--- src/rtl/mem_burst_ctrl.sv ---
// Burst controller: turns one read/write burst request into per-beat memory strobes,
// with range/alignment rejection and a done/err completion pulse.
module mem_burst_ctrl #(
    parameter int unsigned MEM_DEPTH = 1024,
    parameter int unsigned ADDR_STEP = 4
) (
    input  logic        clk,
    input  logic        rst_n,
    input  logic        req_valid,
    output logic        req_ready,
    input  logic        req_write,
    input  logic [31:0] req_addr,
    input  logic [3:0]  req_len,
    input  logic        wr_valid,
    output logic        wr_ready,
    input  logic [31:0] wr_data,
    output logic        rd_valid,
    input  logic        rd_ready,
    output logic [31:0] rd_data,
    output logic        rd_last,
    output logic [31:0] mem_addr,
    output logic [31:0] mem_wdata,
    output logic        mem_read,
    output logic        mem_write,
    input  logic [31:0] mem_rdata,
    output logic        done,
    output logic        err
);

    typedef enum logic [2:0] {IDLE, WR, RD_ISSUE, RD_DATA, FIN} state_e;

    state_e      state_q, state_d;
    logic [31:0] addr_q, addr_d;
    logic [3:0]  rem_q, rem_d;
    logic        err_q, err_d;

    logic [32:0] word_idx;
    logic [32:0] end_idx;
    logic        misaligned;
    logic        reject;

    // 33-bit so that the end word index cannot overflow for addresses near 2^32.
    always_comb begin
        word_idx   = {1'b0, req_addr} / 33'(ADDR_STEP);
        end_idx    = word_idx + 33'(req_len);
        misaligned = (req_addr % 32'(ADDR_STEP)) != '0;
        reject     = misaligned || (end_idx >= 33'(MEM_DEPTH));
    end

    always_ff @(posedge clk or negedge rst_n) begin
        if (!rst_n) begin
            state_q <= IDLE;
            addr_q  <= '0;
            rem_q   <= '0;
            err_q   <= 1'b0;
        end else begin
            state_q <= state_d;
            addr_q  <= addr_d;
            rem_q   <= rem_d;
            err_q   <= err_d;
        end
    end

    always_comb begin
        state_d = state_q;
        addr_d  = addr_q;
        rem_d   = rem_q;
        err_d   = err_q;
        unique case (state_q)
            IDLE: begin
                if (req_valid) begin
                    addr_d = req_addr;
                    rem_d  = req_len;
                    err_d  = reject;
                    if (reject)         state_d = FIN;
                    else if (req_write) state_d = WR;
                    else                state_d = RD_ISSUE;
                end
            end
            WR: begin
                if (wr_valid) begin
                    addr_d = addr_q + 32'(ADDR_STEP);
                    rem_d  = rem_q - 4'd1;
                    if (rem_q == '0) state_d = FIN;
                end
            end
            RD_ISSUE: state_d = RD_DATA;
            RD_DATA: begin
                if (rd_ready) begin
                    if (rem_q == '0) begin
                        state_d = FIN;
                    end else begin
                        addr_d  = addr_q + 32'(ADDR_STEP);
                        rem_d   = rem_q - 4'd1;
                        state_d = RD_ISSUE;
                    end
                end
            end
            FIN: begin
                state_d = IDLE;
                err_d   = 1'b0;
            end
            default: state_d = IDLE;
        endcase
    end

    always_comb begin
        req_ready = 1'b0;
        wr_ready  = 1'b0;
        rd_valid  = 1'b0;
        rd_data   = '0;
        rd_last   = 1'b0;
        mem_addr  = '0;
        mem_wdata = '0;
        mem_read  = 1'b0;
        mem_write = 1'b0;
        done      = 1'b0;
        err       = 1'b0;
        case (state_q)
            IDLE: req_ready = 1'b1;
            WR: begin
                wr_ready = 1'b1;
                mem_addr = addr_q;
                if (wr_valid) begin
                    mem_write = 1'b1;
                    mem_wdata = wr_data;
                end
            end
            RD_ISSUE: begin
                mem_read = 1'b1;
                mem_addr = addr_q;
            end
            RD_DATA: begin
                rd_valid = 1'b1;
                rd_data  = mem_rdata;
                rd_last  = (rem_q == '0);
                mem_addr = addr_q;
            end
            FIN: begin
                done = 1'b1;
                err  = err_q;
            end
            default: ;
        endcase
    end

endmodule

--- config.mk ---
export PLATFORM = sky130hd
export DESIGN_NAME = mem_burst_ctrl
export DESIGN_NICKNAME = d
export VERILOG_FILES = /design/src/rtl/mem_burst_ctrl.sv
export SDC_FILE = /design/constraint.sdc
export NUM_CORES = 1
export LEC_CHECK = 0
export BUFFER_PORTS_ARGS = -buffer_cell sky130_fd_sc_hd__buf_2
export CORE_ASPECT_RATIO = 0.9
export CORE_UTILIZATION = 46
export DETAILED_ROUTE_END_ITERATION = 7
export PLACE_DENSITY = 0.83
export SLEW_MARGIN = 30
export SYNTH_ARGS = -nofsm -noshare
export SYNTH_HDL_FRONTEND = slang
export SYNTH_SLANG_ARGS = --single-unit
--- constraint.sdc ---
create_clock -name clk -period 2.6 [get_ports clk]
set_clock_uncertainty 0.2 [all_clocks]
set_input_delay 0.52 -clock clk [delete_from_list [all_inputs] [get_ports clk]]
set_output_delay 0.52 -clock clk [all_outputs]
set_load 0.05 [all_outputs]
==> results.toml <==
[finish]
stdcell_count = 829
final_layout_size_suffix_gt1_frac = 0.3670
syn_to_final_growth_pct = 37.77
num_antenna_cells = 0
design_area_mm2 = 0.005157
nNetsFinal = 846
fin_util = 0.6702
n_fill_cell = 706

[place]
gp_congestion = 0.8802
dpl.cell_count = 818
portBuffers = 209
place_ws_ns = -0.2374
dpl_cell_area_mm2 = 0.004991
place_hpwl_mm = 11.05

[synth]
ys_ff_latch = 40
netlist_top_cells_area = "dfrtp_1 (27%), and2_1 (11%), a21oi_1 (7.6%)"
synthSimpleGateAreaFrac = 0.4248
syn_area_mm2 = 0.003744
synthAdderAreaFrac = 0.02874
ys_types = 57
synth_mux_area_frac = 0.01136
synth_top_family_by_area = "simple AND/OR/NAND/NOR gates"
syn_nets = 638
syn_inst = 524
synth_compound_area_frac = 0.2072
synth_edf_count = 0
synth.largest_area_cell = "dfrtp_1"
seq_area_frac_synth = 0.2674
avgSynthCellArea_um2 = 7.144
synth_top_area_share = 0.2674
synth-xor-area-share = 0.009358
yosys_warnings = 0
ys.flop_type = "dfrtp_1"
async_flop_share = 1.000

[timing]
relSlewSlack = 0.6165
finalWorstSetupSlack_ns = 0.1190
finalCritPeriodShare = 0.9542
period_minus_slack_ns = 2.481
setup_violations = 0
final_hold_viol_count = 0
worst_pin_slew_ns = 0.5752
fmax_mhz = 403.1
slew_viol_final = 0

[drt]
vias = 4831
dr.pass1.iters = 5
routedWlPerCell_um = 17.13
drt_iter0_drc = 396
ant_nets = 0
routed_wl_mm = 14.20
drc_errors = 0
viasPerCell = 5.828

[critical_path]
r2r.worst_path.cells = 7
worstPathMaxFanout = 6
crit_start = "req_addr[2]"
reg2reg_slack_ns = 0.16
path_class = "input pin to flip-flop"
end_kind = "flip-flop"
r2r_end = "addr_q[10]"
setup.worst_path.end = "state_q[0]"
cp.arrival_ns = 2.51
worst_setup_path_start_kind = "input pin"
r2r-start = "state_q[0]"
required_ns = 2.63

[global_route]
grt_pass1_vias = 4344
grt_pass1_wl_mm = 21.43
grt_overflow = 0
grt_start_max_net_pins = 49
grt_use_total = 0.3109
antenna_found_initial = 0

[power]
power-per-cell-area_mw_per_mm2 = 334.0
vdd_ir_drop_max_v = 0.0002299
power_mw = 1.722
p_leak_nw = 2.757

[clock_network]
root_buffer = "clkbuf_8"
path_clk_slew_ns = 0.08
clockBufferDepth = 2
insertion_delay_ns = 0.30
clock-sinks = 40
numCtsBuffers = 5
cts_tree = "done"
htree_num_levels = 2

[floorplan]
dieWidth_um = 97.09
dieArea_mm2 = 0.008504
initial_core_util = 0.4865
pin_count = 210
die_h_um = 87.59
rows = 30
core_mm2 = 0.007695

[min_path]
hp-class = "flip-flop to flip-flop"

[run]
maxCapViolations = 0

[outcome]
status = "finished clean"
state kept, by name, indices dropped and copies added (netlist names):
| register | flops |
|---|---|
| state_q | 3 |
| addr_q | 32 |
| err_q | 1 |
| rem_q | 4 |
cells in the mapped netlist (3+ instances only):
| master | count |
|---|---|
| nor3_2 | 3 |
| o22ai_1 | 13 |
| o22a_1 | 3 |
| nor3b_1 | 3 |
| nand2b_1 | 3 |
| buf_2 | 6 |
| a21oi_1 | 57 |
| o21ai_0 | 20 |
| and3_1 | 45 |
| nor3_1 | 17 |
| o21ai_1 | 4 |
| dfrtp_1 | 40 |
| nor2_1 | 38 |
| a31oi_1 | 8 |
| nand3_1 | 28 |
| a2bb2oi_1 | 3 |
| nor4_1 | 4 |
| inv_1 | 11 |
| nor2b_1 | 3 |
| xor2_1 | 3 |
| nand4_1 | 12 |
| ha_1 | 7 |
| and2_1 | 67 |
| clkbuf_1 | 31 |
| nand2_1 | 53 |
| a211oi_1 | 3 |
critical path, cell delays in order:
cell and delay [ns]:
buf_2 0.12, ha_1 0.22, fa_2 0.37, a31o_4 0.27, nand4_1 0.15, nor3b_2 0.21
o22ai_2 0.12, nor4_4 0.33, a41o_1 0.20
per-stage QoR:
| step | setup TNS (ns) | hold WS [ns] |
|---|---|---|
| 2_1_floorplan | 0 | 0.02441 |
| 3_3_place_gp | -0.5916 | 0.1220 |
| 3_5_place_dp | -0.8578 | 0.1302 |
| 4_1_cts | 0 | 0.2764 |
| 5_1_grt | -0.01234 | 0.2877 |
| 6_report | 0 | 0.2750 |
cells in the final DEF (no fill, tap or decap), types with 3 or more instances in the layout:
| cell type | Yosys | layout |
|---|---|---|
| nor3_2 | 3 | 3 |
| buf_4 | 0 | 29 |
| o21ai_0 | 20 | 20 |
| a2bb2oi_1 | 3 | 3 |
| o22a_1 | 3 | 3 |
| inv_1 | 11 | 10 |
| xor2_1 | 3 | 3 |
| a211oi_1 | 3 | 3 |
| nand2b_1 | 3 | 3 |
| a21oi_1 | 57 | 57 |
| nor2_2 | 1 | 3 |
| nor4_1 | 4 | 4 |
| o21ai_1 | 4 | 4 |
| nand3_1 | 28 | 28 |
| clkbuf_4 | 0 | 6 |
| dfrtp_1 | 40 | 39 |
| nor3_1 | 17 | 17 |
| and3_1 | 45 | 45 |
| nand2_1 | 53 | 53 |
| a31oi_1 | 8 | 8 |
| nor2_1 | 38 | 36 |
| buf_2 | 6 | 201 |
| o22ai_1 | 13 | 12 |
| nand4_1 | 12 | 12 |
| ha_1 | 7 | 7 |
| clkbuf_8 | 0 | 6 |
| and2_1 | 67 | 67 |
timing repair:
item | in CTS | in global routing
hold buffers | 1 | 0
resized for setup | 3 | 13
setup endpoints to repair | 36 | 67
pin swaps | 0 | 3
setup buffers | 0 | 2
endpoints found under the hold margin | 2 | 0
power by group:
part / internal [mW] / leakage (nW) / switching [mW]
Sequential: 0.706 / 0.454 / 0.0948
Combinational: 0.203 / 2.25 / 0.266
Clock: 0.212 / 0.0510 / 0.239
Total: 1.12 / 2.76 / 0.601
cell type report:
| type | instances | area, um2 | share of cell area |
|---|---|---|---|
| multi-input cells | 435 | 2591 | 0.5024 |
| repair buffers | 239 | 1310 | 0.2540 |
| flip-flops and latches | 40 | 1002 | 0.1943 |
| well taps | 96 | 120.1 | 0.02329 |
| clock buffers | 6 | 82.58 | 0.01601 |
| inverters | 11 | 41.29 | 0.008006 |
| clock inverters | 2 | 10.01 | 0.001941 |
cell families after synthesis:
kind of cell               Yosys count
DFF                                 40
adders and majority gates            8
muxes                                4
and+or+nand+nor                    290
xor gates and xnor gates             4
buffers and inverters               49
AOI/OAI and AO/OA                  129
metal layers:
layer  wire [um]  vias to the layer above  global-route usage
met5           0                        -                   0
met2        7112                      248              0.5429
met4         272                        0             0.09498
met1        5764                     2269              0.3981
li1            -                     2293                   -
met3        1054                       21             0.05347
how the worst min path moves through the flow:
stage	cells past startpoint	from	to
floorplan	0	rst_n	addr_q[0]
global placement	1	rst_n	addr_q[0]
detailed placement	1	rst_n	addr_q[0]
CTS	3	req_addr[2]	addr_q[2]
global route	3	req_addr[0]	addr_q[0]
finish	2	addr_q[1]	addr_q[1]
Note: power is estimated with default switching activity, not from simulation.
